### config.mk
export PLATFORM = sky130hd
export DESIGN_NAME = rr_tag_sched
export DESIGN_NICKNAME = d
export VERILOG_FILES = /design/src/rtl/rr_tag_sched.sv
export SDC_FILE = /design/constraint.sdc
export NUM_CORES = 1
export LEC_CHECK = 0
export BUFFER_PORTS_ARGS = -buffer_cell sky130_fd_sc_hd__buf_2
export CAP_MARGIN = 10
export CORE_AREA = 2 2 140 142
export DETAILED_ROUTE_END_ITERATION = 7
export DIE_AREA = 0 0 142 144
export GPL_TIMING_DRIVEN = 0
export PLACE_DENSITY_LB_ADDON = 0.1
export SYNTH_ARGS = -nofsm -noshare
export SYNTH_HDL_FRONTEND = slang
export SYNTH_SLANG_ARGS = --single-unit
### constraint.sdc
create_clock -name clock -period 4.38 [get_ports clock]
set_clock_uncertainty 0.15 [all_clocks]
set_input_delay 0.438 -clock clock [delete_from_list [all_inputs] [get_ports clock]]
set_output_delay 0.438 -clock clock [all_outputs]
set_load 0.01 [all_outputs]
### src/rtl/rr_tag_sched.sv
// rr_tag_sched -- read-request scheduler for the PCIe TX read-request port.
//
// Arbitrates DMA read requests from up to NCH host-to-FPGA channels in
// round-robin order. Each accepted request gets a PCIe tag from that
// channel's 8-slot pool, and the number of requests in flight is capped
// globally at MAX_OUT. Tags come back through the completion path
// (cpl_valid/cpl_tag) once their final completion has arrived.
// Every request is a fixed 512-byte read, so address bits [8:0] are dropped.
//
// Ports:
//   clock, reset     system clock; synchronous active-high reset
//   ch_valid[NCH]    channel has a request pending (held until ch_ready)
//   ch_addr[64*NCH]  request byte address, channel i at [64*i+63:64*i]
//   ch_ready[NCH]    one-cycle accept pulse to the granted channel
//   ch_slot[3]       slot given to the accepted request (valid with ch_ready)
//   rr_valid/rr_ready/rr_addr/rr_tag  request handshake to the TX engine
//   cpl_valid/cpl_tag  tag release from the completion path
//   outstanding[6]   number of tags currently busy
//   err_release      sticky flag: a release named a tag that was not busy
module rr_tag_sched #(
    parameter int NCH     = 4,
    parameter int MAX_OUT = 16
) (
    input  logic              clock,
    input  logic              reset,
    input  logic [NCH-1:0]    ch_valid,
    input  logic [64*NCH-1:0] ch_addr,
    output logic [NCH-1:0]    ch_ready,
    output logic [2:0]        ch_slot,
    output logic              rr_valid,
    input  logic              rr_ready,
    output logic [63:0]       rr_addr,
    output logic [7:0]        rr_tag,
    input  logic              cpl_valid,
    input  logic [7:0]        cpl_tag,
    output logic [5:0]        outstanding,
    output logic              err_release
);

    typedef enum logic {
        IDLE  = 1'b0,
        ISSUE = 1'b1
    } state_t;

    state_t              state_p0;
    logic [8*NCH-1:0]    busy_p0;      // bit 8*ch+slot set while that tag is in flight
    logic [1:0]          ptr_p0;       // round-robin start point

    logic                can_issue;
    logic [NCH-1:0]      elig;
    logic                grant_any;
    logic [1:0]          grant_ch;
    logic [NCH-1:0]      grant_onehot;
    logic [2:0]          grant_slot;
    logic [63:0]         grant_addr;
    logic [1:0]          ptr_next;
    logic                do_alloc;
    logic [8*NCH-1:0]    alloc_mask;
    logic                rel_hit;
    logic                rel_ok;
    logic                rel_bad;
    logic [8*NCH-1:0]    release_mask;

    // Eligibility, round-robin pick and slot choice, all from the pre-edge
    // busy bitmap so a tag released this cycle is not handed out again
    // until the next one.
    always_comb begin
        can_issue = (outstanding < 6'(MAX_OUT));
        for (int i = 0; i < NCH; i++) begin
            elig[i] = ch_valid[i] & ~(&busy_p0[8*i +: 8]) & can_issue;
        end

        // Scan from the farthest candidate back to the pointer so the last
        // match wins: that is the first eligible channel at/after ptr_p0.
        grant_any = 1'b0;
        grant_ch  = 2'd0;
        for (int k = NCH - 1; k >= 0; k--) begin
            for (int i = 0; i < NCH; i++) begin
                if (elig[i] && (((int'(ptr_p0) + k) % NCH) == i)) begin
                    grant_any = 1'b1;
                    grant_ch  = 2'(i);
                end
            end
        end

        grant_onehot = '0;
        grant_addr   = 64'd0;
        for (int i = 0; i < NCH; i++) begin
            if (grant_ch == 2'(i)) begin
                grant_onehot[i] = 1'b1;
                grant_addr      = ch_addr[64*i +: 64];
            end
        end

        // Lowest free slot of the granted channel.
        grant_slot = 3'd0;
        for (int s = 7; s >= 0; s--) begin
            for (int i = 0; i < NCH; i++) begin
                if ((grant_ch == 2'(i)) && !busy_p0[8*i + s]) begin
                    grant_slot = 3'(s);
                end
            end
        end

        ptr_next = (grant_ch == 2'(NCH - 1)) ? 2'd0 : grant_ch + 2'd1;

        do_alloc   = (state_p0 == IDLE) && grant_any;
        alloc_mask = '0;
        for (int b = 0; b < 8*NCH; b++) begin
            alloc_mask[b] = do_alloc && (5'(b) == {grant_ch, grant_slot});
        end
    end

    // Release decode. Matching the tag against every bit position also
    // rejects channel numbers at or above NCH, since no such bit exists.
    always_comb begin
        rel_hit = 1'b0;
        for (int b = 0; b < 8*NCH; b++) begin
            if ((cpl_tag[4:0] == 5'(b)) && busy_p0[b]) begin
                rel_hit = 1'b1;
            end
        end
        rel_ok  = cpl_valid && (cpl_tag[7:5] == 3'd0) && rel_hit;
        rel_bad = cpl_valid && !rel_ok;

        release_mask = '0;
        for (int b = 0; b < 8*NCH; b++) begin
            release_mask[b] = rel_ok && (cpl_tag[4:0] == 5'(b));
        end
    end

    always_ff @(posedge clock) begin
        if (reset) begin
            state_p0    <= IDLE;
            busy_p0     <= '0;
            ptr_p0      <= 2'd0;
            ch_ready    <= '0;
            ch_slot     <= 3'd0;
            rr_valid    <= 1'b0;
            rr_addr     <= 64'd0;
            rr_tag      <= 8'd0;
            outstanding <= 6'd0;
            err_release <= 1'b0;
        end else begin
            busy_p0  <= (busy_p0 & ~release_mask) | alloc_mask;
            ch_ready <= '0;

            // An allocation and a release in the same cycle cancel out.
            if (do_alloc && !rel_ok) begin
                outstanding <= outstanding + 6'd1;
            end else if (!do_alloc && rel_ok) begin
                outstanding <= outstanding - 6'd1;
            end

            if (rel_bad) begin
                err_release <= 1'b1;
            end

            case (state_p0)
                IDLE: begin
                    if (grant_any) begin
                        ch_ready <= grant_onehot;
                        ch_slot  <= grant_slot;
                        rr_addr  <= grant_addr & ~64'h1FF;
                        rr_tag   <= {3'b000, grant_ch, grant_slot};
                        rr_valid <= 1'b1;
                        ptr_p0   <= ptr_next;
                        state_p0 <= ISSUE;
                    end
                end
                ISSUE: begin
                    if (rr_ready) begin
                        rr_valid <= 1'b0;
                        state_p0 <= IDLE;
                    end
                end
                default: state_p0 <= IDLE;
            endcase
        end
    end

endmodule

# Yosys cells after proc, flatten, opt, wreduce, memory -nomap -nowiden
# Cells that the tools add are included.
# classes
n_addsub	6
order_cmp	1
n_eq_ne	79
n_mux	112
bitwise	20
reduce_logical	203
# ops
operator	n
$mux 64	4
$logic_and 1x1->1	150
$logic_not 32->1	4
$mux 3	32
$eq 5x5->1 const A	16
$eq 5x5->1 const B	16
$mux 1	57
$eq 4x5->1 const A	8
$eq 5x4->1 const B	8
$logic_not 1->1	34
$and 32x32->32	1
$not 32->32	1
$or 32x32->32	1
$reduce_and 8->1	4
$mux 2	15
$eq 3x5->1 const A	4
$eq 5x3->1 const B	4
$eq 3x3->1 const B	6
$mux 6	2
$eq 2x5->1 const A	2
$eq 5x2->1 const B	2
$logic_not 5->1	2
$eq 3x2->1 const B	3
$and 1x1->1	8
other kinds (19)	37
# word_totals
regBits	110
inputBits	272
out_inout_bits	87
wordCells	431

# Logic depth before layout (Yosys ltp)
# Gate-level depths: netlist (run 1).
# depth
word_depth	57
ltp_mapped	18
depth_no_buf	15

# Least setup slack after synthesis (run 1)
# OpenSTA, ideal clock, no wires.
# synth_timing
path_kind	input-to-reg
startpoint	input port cpl_tag[0]
endpoint	register outstanding[5]
setup_ns	0.071
arrival_ns	3.396
t_required_ns	4.159
path_slack_ns	0.764
cell_stages	18
path_buffers	3
path_cell_list	buf_6 buf_4 inv_1 a21oi_1 o41ai_2 o2111ai_2 o21ai_4 buf_6 ha_1 inv_1 ha_1 a21o_1 a21oi_1 o21bai_1 a21oi_1 xnor2_1 or3_1 a21oi_1
# synth_via
elab_chain_len	38
elab_cells_between_ends	102
cone_classes	eq/ne (31); mux (33); reduce/logical (38)
# synth_rtl
item	line_no	source
start: declaration	35	input logic [7:0] cpl_tag,
$logic_not 5->1	119	if ((cpl_tag[4:0] == 5'(b)) && busy_p0[b]) begin
$logic_and 1x1->1	119	
$mux 1 (31 in a row)	119	
$mux 1 *	119	
$logic_and 1x1->1 *	123	rel_ok = cpl_valid && (cpl_tag[7:5] == 3'd0) && rel_hit;
$logic_not 1->1	149	if (do_alloc && !rel_ok) begin
$logic_and 1x1->1	149	
$mux 6 / $reduce_bool 2->1 (equally long branches)	--	
end signal: assignment	150	outstanding <= outstanding + 6'd1;
end signal: assignment	152	outstanding <= outstanding - 6'd1;
end: declaration	36	output logic [5:0] outstanding,
# Mark *: on every way between the ends. The rest lies on a longest branch, timed or not.
# A chain may end at the register's enable or synchronous reset.

# Worst setup path after layout (run 1)
# layout_timing
startpoint	register busy_p0[7]
endpoint	register busy_p0[26]
# layout_via
elab_chain_len	54
elab_cells_between_ends	139
cone_classes	eq/ne (4); mux (85); bitwise (6); reduce/logical (44)
# layout_rtl
item	line_no	source
start: declaration	46	logic [8*NCH-1:0] busy_p0;
start signal: assignment	145	busy_p0 <= (busy_p0 & ~release_mask) | alloc_mask;
$reduce_and 8->1	70	elig[i] = ch_valid[i] & ~(&busy_p0[8*i +: 8]) & can_issue;
$not 1->1	70	
$and 1x1->1 (2 in a row)	70	
$logic_and 1x1->1	79	if (elig[i] && (((int'(ptr_p0) + k) % NCH) == i)) begin
$mux 2 (12 in a row)	79	
$logic_not 2->1	99	if ((grant_ch == 2'(i)) && !busy_p0[8*i + s]) begin
$logic_and 1x1->1	99	
$mux 3 (32 in a row)	99	
$eq 5x5->1	110	alloc_mask[b] = do_alloc && (5'(b) == {grant_ch, grant_slot});
$logic_and 1x1->1	110	
$or 32x32->32 *	145	
# Marked as above.

==> results of run 1 <==
area by class of cell:
type,instances,area share [%]
plain buffers,89,5.065
clock buffers,9,2.505
multi-input cells,690,45.88
inverters,28,1.169
clock inverters,7,1.016
well taps,238,3.312
repair buffers,308,17.14
flip-flops and latches,107,23.82
diodes,3,0.08350
synthesized netlist by cell type, types with 21 or more instances:
master	n
nor2_1	116
a21oi_1	74
inv_1	27
and3_1	21
nand2_1	86
dfxtp_1	107
a211oi_1	21
o21ai_0	72
clkbuf_1	54
mux2i_1	26
o211ai_1	39
nand2b_1	22
a22oi_1	37
tightest hold or removal path, delay by kind of cell:
family,cells,cell delay (ns)
and+or+nand+nor,1,0.07
buffers and inverters,1,0.08
AOI/OAI and AO/OA,1,0.05
layer usage:
layer | wire length, um | up-vias | track usage [%] | part of all wire (%)
li1 | - | 3941 | - | -
met2 | 13540 | 359 | 44.32 | 47
met3 | 1962 | 54 | 5.464 | 6.9
met5 | 0 | - | 0 | 0
met4 | 896 | 0 | 10.74 | 3.1
met1 | 12200 | 3639 | 34.59 | 43
cell usage in the layout, fill, tap and decap left out, drive strengths merged, types with 16 or more instances in the layout:
cell | netlist | layout
inv | 27 | 32
o311ai | 16 | 16
nand2 | 86 | 86
o211ai | 41 | 41
nor2 | 117 | 117
o21ai | 81 | 81
dfxtp | 107 | 107
nand2b | 22 | 22
mux2i | 26 | 26
a211oi | 21 | 21
a21oi | 74 | 74
a22oi | 37 | 37
buf | 36 | 345
nor4 | 16 | 16
and3 | 21 | 21
clkbuf | 54 | 61
power by group:
part | total, mW | switching [mW] | leakage (nW) | internal [mW]
Combinational | 3.43 | 2.16 | 2.97 | 1.27
Sequential | 1.51 | 0.209 | 0.879 | 1.30
Clock | 0.894 | 0.432 | 0.152 | 0.463
Total | 5.84 | 2.80 | 4.01 | 3.04
worst paths after layout:
kind	end	slack (ns)	cells past startpoint
worst min register to register	err_release	0.32	2
worst max register to register	busy_p0[26]	0.22	13
worst min-delay path	err_release	0.17	3
worst max-delay path	busy_p0[26]	0.22	13
timing repair:
item	4_1_cts	5_1_grt
gates resized for setup	0	10
endpoints found under the hold margin	0	0
pin swaps	0	0
setup endpoints to repair	1	83
cells by family after synthesis:
kind of cell	count (synthesis)
buf+inv	118
compound gates	312
mux	28
simple gates	323
other cells	1
flops	107
fa+ha+maj	10
xor+xnor	5
flip-flops by register name (all words and copies together), names as in the netlist, 2 cells and up:
name	flops
busy_p0	32
rr_tag	3
ptr_p0	2
outstanding	6
rr_addr	55
ch_ready	4
ch_slot	2
stage by stage:
step	setup TNS, ns	util, %	hold WS, ns	instance area (um2)	instances
4_1_cts	0	47.05	0.1666	8976	1476
2_1_floorplan	0	-	0.3217	6824	915
6_report	0	47.12	0.1681	8991	1479
3_5_place_dp	-0.2122	45.41	0.3017	8663	1461
3_3_place_gp	-0.2312	45.41	0.2905	8663	1461
5_1_grt	-0.08589	47.10	0.2008	8986	1477
==> out/results.tsv, run 1 <==
stage	metric	value	unit
layout	Nets	1515	
layout	Area growth, synth to finish	32.56	%
die	die area	20450	um2
worst_setup_path	CP Class	flip-flop to flip-flop	
clock_tree	CTS root buffer	clkbuf_16	
synth	mean area per synthesized cell	7.503	um2
synth	main flop type after synthesis	dfxtp_1	
timing	setup violators final	0	
detailed_routing	remaining antenna violation count	0	
worst_hold_path	worst hold-check path type	input pin to flip-flop	
status	status	finished clean	
synth	FFs w/ async S/R, synth	0	%
clock_tree	hold_buf cts	0	
synth	top cell type's share of synthesized area	31.58	%
synth	cell taking the most area after synthesis	dfxtp_1	
worst_setup_path	Crit path arrival time	4.27	ns
worst_setup_path	delay-heaviest family, CP	simple AND/OR/NAND/NOR gates	
worst_setup_path	nature of the critical path endpoint	flip-flop	
synth	Mapped Cells	904	
synth	Syn. warnings	0	
detailed_routing	drt wl/cell	19.34	um
worst_setup_path	Crit path required time	4.49	ns
timing	Final min period	4.158	ns
synth	Compound-Gate Fraction of Synth Area	30.31	%
global_route	first-pass GRT wire length	42190	um
global_route	initial antenna violation count	1	
die	Core Area	19080	um2
timing	setup slack after layout	0.2218	ns
detailed_routing	wire length after detailed routing	28600	um
synth	post-synthesis mux area share	4.169	%
layout	fill count	2027	
place	PortBufs	308	
global_route	GRT Residual Overflow	0	
global_route	GR Util All Layers	26.90	%
synth	Yosys reg bits	107	
worst_hold_path	hold wc startpoint	cpl_valid	
clock_tree	H-tree Lvls	3	
die	Die Wd	142	um
timing	Worst-Margin Slew	1.142	ns
worst_setup_path	Crit path largest cell delay	0.48	ns
worst_setup_path	CP max-delay cell	dfxtp_1	
power	PnR Total Power	5.836	mW
clock_tree	Sink Count	107	
timing	max_slew headroom	22.77	%
job	Max-cap violations	0	
worst_setup_path	Setup crit start	busy_p0[7]	
layout	Multi-input gate area	4125	um2
clock_tree	Clock Pin Slew Worst Setup and Hold Paths	0.08	ns
die	Initial Utilization	35.55	%
worst_setup_path	Reg-to-Reg Start	busy_p0[7]	
clock_tree	CTS tree	built	
synth	sequential share of the synthesized area	31.58	%
synth	post-synthesis simple-gate area fraction	23.04	%
detailed_routing	drt first-iter violations	583	
worst_setup_path	maximum fanout along the worst path	6	
timing	endpoints failing hold	0	
detailed_routing	vias per cell	5.404	
global_route	vias in the first global route	7547	
timing	period utilization	94.94	%
synth	Post-synth EDFFs	0	
clock_tree	Max Buffers Root-to-Sink	2	
worst_setup_path	critical-path cell list	nand4_1, o211ai_2, and2b_1, o21ai_0, nand3_1, ha_1, nor2b_1, a2111oi_2, nor4b_1, nor4_2, nor2_1, nand2_1, o32ai_1	
layout	FF+latch area	2142	um2
power	Leakage	4.006	nW
place	worst slack at placement	-0.2122	ns
synth	Area contributors post-synth	dfxtp_1 (32%), nor2_1 (6.4%), a21oi_1 (5.5%)	
detailed_routing	Pre-antenna DRT Iters	7	
power	pwr dens	649.1	nW/um2
layout	layout cells sized above 1	30.21	%
synth	Cell Area, Synth	6783	um2
synth	Synth Area in XOR/XNOR	0.6456	%
synth	count of cell types in the netlist	69	
die	num ports	359	
clock_tree	Num CTS Buffers	9	
timing	fin. max-slew vios	0	
timing	Peak Freq	240.5	MHz
worst_setup_path	CP Buf/Inv Count	0	
synth	largest family of logic cells by synthesized area	compound AO/OA/AOI/OAI gates	
place	gpl congestion	0.9402	
synth	Adder-Cell Fraction of Synth Area	1.955	%
die	Die Ht	144	um
clock_tree	worst skew pair latency	0.36	ns
detailed_routing	Residual DRC	0	
die	Rows	51	
timing	RSZ-0062 raised after global routing	yes	
clock_tree	postcts setup bufs	0	
worst_setup_path	Setup crit start kind	flip-flop	
place	hpwl dp	22880	um
global_route	largest net degree at the start of global routing	21	
detailed_routing	vias after detailed routing	7993	
power	VDD IR max	0.2660	mV
Note: power is estimated with default switching activity, not from simulation.
==> inputs of run 2 (changes only) <==
--- a/config.mk
+++ b/config.mk
@@ -7,11 +7,15 @@
 export LEC_CHECK = 0
 export BUFFER_PORTS_ARGS = -buffer_cell sky130_fd_sc_hd__buf_2
 export CAP_MARGIN = 10
-export CORE_AREA = 2 2 140 142
+export CELL_PAD_IN_SITES_DETAIL_PLACEMENT = 0
+export CELL_PAD_IN_SITES_GLOBAL_PLACEMENT = 1
+export CORE_ASPECT_RATIO = 0.8
+export CORE_MARGIN = 2
+export CORE_UTILIZATION = 31
 export DETAILED_ROUTE_END_ITERATION = 7
-export DIE_AREA = 0 0 142 144
 export GPL_TIMING_DRIVEN = 0
-export PLACE_DENSITY_LB_ADDON = 0.1
+export PLACE_DENSITY = 0.8
+export REMOVE_ABC_BUFFERS = 1
 export SYNTH_ARGS = -nofsm -noshare
 export SYNTH_HDL_FRONTEND = slang
 export SYNTH_SLANG_ARGS = --single-unit
==> run 2 against run 1 <==
- hold slack worse by 0.0050 ns
- register-to-register slack about the same
- largest cell class unchanged
- clock power down 2.2%
- critical path depth up 2
- setup slack worse by 0.011 ns
==> out/results.tsv, run 2 (same netlist as run 1, synthesis figures left out) <==
stage	metric	value	unit	change
detailed_routing	drt wl/cell	17.59	um	-9.0%
global_route	GRT Residual Overflow	0		unchanged
timing	Peak Freq	239.9	MHz	-0.25%
worst_setup_path	Crit path largest cell delay	0.56	ns	+0.08 ns
timing	period utilization	95.18	%	+0.24 points
clock_tree	Clock Pin Slew Worst Setup and Hold Paths	0.08	ns	about the same
clock_tree	worst skew pair latency	0.36	ns	about the same
timing	endpoints failing hold	0		unchanged
detailed_routing	vias after detailed routing	7639		-4.4%
detailed_routing	wire length after detailed routing	25440	um	-11%
layout	Final Cell Area	8936	um2	-0.61%
timing	WHS	0.1631	ns	-0.005038 ns
die	Core Area	21500	um2	+13%
timing	setup violators final	0		unchanged
layout	ANT cells	0		-3
layout	most frequent cells in the layout	buf_2 (309), nor2_1 (115), dfxtp_1 (106)		
worst_setup_path	critical-path cell list	nand4_1, o211ai_2, and2b_1, o21ai_0, nand3_2, inv_4, ha_4, buf_12, clkinvlp_4, o22ai_1, nor3_1, o2bb2ai_1, o21bai_2, or4_4, o2bb2ai_1		
die	Rows	48		-5.9%
global_route	vias in the first global route	6706		-11%
global_route	GR Util All Layers	20.37	%	-6.5 points
worst_setup_path	CP Class	flip-flop to flip-flop		
global_route	largest net degree at the start of global routing	93		+340%
power	Leakage	3.909	nW	-2.4%
timing	setup slack after layout	0.2113	ns	-0.01052 ns
timing	fin. max-slew vios	0		unchanged
worst_setup_path	CP most frequent cell	o2bb2ai_1		
power	Seq pwr share	25.7	%	-0.2 points
detailed_routing	remaining antenna violation count	0		unchanged
power	pwr dens	654.1	nW/um2	+0.77%
clock_tree	hold_buf cts	0		unchanged
worst_setup_path	maximum fanout along the worst path	45		+39
worst_setup_path	CP Buf/Inv Count	3		+3
power	clock power share	15.0	%	-0.3 points
status	status	finished clean		
clock_tree	CTS root buffer	clkbuf_16		
layout	most flop-heavy register	rr_addr		
global_route	first-pass GRT wire length	36790	um	-13%
place	gpl congestion	0.9271		-1.4%
power	Pint	3.153	mW	+3.8%
power	combinational share of power	59.3	%	+0.5 points
layout	layout cells sized above 1	32.37	%	+2.2 points
layout	Nets	1448		-4.4%
timing	Worst-Margin Slew	0.9234	ns	-0.2190 ns
place	worst slack at placement	-0.8806	ns	-0.6684 ns
job	Max-cap violations	0		unchanged
clock_tree	Num CTS Buffers	9		unchanged
worst_setup_path	nature of the critical path endpoint	flip-flop		
power	switching power total	2.692	mW	-3.8%
timing	max_slew headroom	38.44	%	+16 points
detailed_routing	vias per cell	5.283		-2.2%
layout	commonest non-fill, non-tap cell in the layout	buf_2		
die	die area	23090	um2	+13%
timing	Final min period	4.169	ns	+0.01051 ns
power	sw frac	46.05	%	-1.9 points
place	hpwl dp	18260	um	-20%
clock_tree	H-tree Lvls	3		unchanged
die	Initial Utilization	31.55	%	-4.0 points
place	dpl cell area	8418	um2	-2.8%
clock_tree	CTS tree	built		
worst_setup_path	CP max-delay cell	or4_4		
worst_setup_path	delay-heaviest family, CP	compound AO/OA/AOI/OAI gates		
layout	registers with the most flip-flops	rr_addr x55, busy_p0 x32, outstanding x6		
worst_setup_path	Crit path required time	4.52	ns	+0.03 ns
detailed_routing	Residual DRC	0		unchanged
detailed_routing	drt first-iter violations	559		-4.1%
clock_tree	Sink Count	107		unchanged
layout	Largest register FFs	55		unchanged
clock_tree	Max Buffers Root-to-Sink	2		unchanged
global_route	initial antenna violation count	0		-1
place	PortBufs	310		+0.65%
layout	Area growth, synth to finish	31.75	%	
detailed_routing	Pre-antenna DRT Iters	4		-3
place	cell count after placement	1415		-3.1%
worst_setup_path	Setup crit start kind	flip-flop		
layout	Non-Filler Instances	1446		-2.2%
worst_hold_path	worst hold-check path type	input pin to flip-flop		
die	Die Ht	136.3	um	-5.3%
worst_setup_path	Crit path arrival time	4.30	ns	+0.03 ns
die	num ports	359		unchanged
power	VDD IR max	0.3348	mV	+26%
die	Die Wd	169.4	um	+19%
[run 2: cell types whose count changed in the layout (fill, tap and decap cells not counted), moves of 5 or more]
cell      delta
buf_2        -5
inv_1        -5
clkbuf_1    -48
buf_1        -8
buf_4        -6
[run 2: stage by stage]
| stage | TNS [ns] | util [%] | power (mW) |
|---|---|---|---|
| after CTS | 0 | 40.87 | 5.733 |
| after detailed placement | -26.08 | 39.15 | 4.778 |
| final | 0 | 41.56 | 5.845 |
| after floorplan | -39.68 | - | 3.612 |
| after global placement | -249.83 | 38.44 | 4.729 |
| after global routing | -0.05879 | 41.56 | 6.320 |
[run 2: worst paths after layout]
| check | to | cells after the start | start | slack (ns) |
|---|---|---|---|---|
| max | busy_p0[25] | 15 | busy_p0[0] | 0.21 |
| min | err_release | 3 | cpl_valid | 0.16 |
| max reg2reg | busy_p0[25] | 15 | busy_p0[0] | 0.21 |
| min reg2reg | rr_tag[3] | 2 | rr_tag[3] | 0.31 |
[run 2: routing by layer]
layer	routed length (um)	GRT usage (%)	up-vias
li1	-	-	3799
met1	11470	27.29	3470
met2	11530	32.83	339
met3	1981	5.036	31
met4	449	5.271	0
met5	0	0	-
[run 2: layout make-up]
cell class	instances	area, um2
timing repair buffer	328	1779
multi-input combinational	690	4218
clock buffer	11	252.7
sequential	107	2143
fill	2320	12560
inverter	28	121.4
timing repair inverter	2	10.01
tap	275	344.1
clock inverter	5	67.56
[run 2: worst min-delay path: stages]
cell	delay [ns]
buf_2	0.08
a21oi_1	0.05
nor2_1	0.07
[run 2: power groups by stage]
stage                     clock network, mW  registers [mW]  logic [mW]
after floorplan                           0            1.63        1.98
after global placement                    0            1.51        3.22
after detailed placement                  0            1.51        3.27
after CTS                             0.902            1.50        3.33
after global routing                  0.934            1.54        3.84
final                                 0.874            1.50        3.47
[run 2: what timing repair did]
| item | in CTS | in global routing |
|---|---|---|
| buffers inserted | 2 | 10 |
| endpoints found under the setup margin | 36 | 46 |
| endpoints found under the hold margin | 0 | 0 |
| cloned | 2 | 0 |
| gates resized for setup | 7 | 12 |
| pin swaps | 0 | 5 |
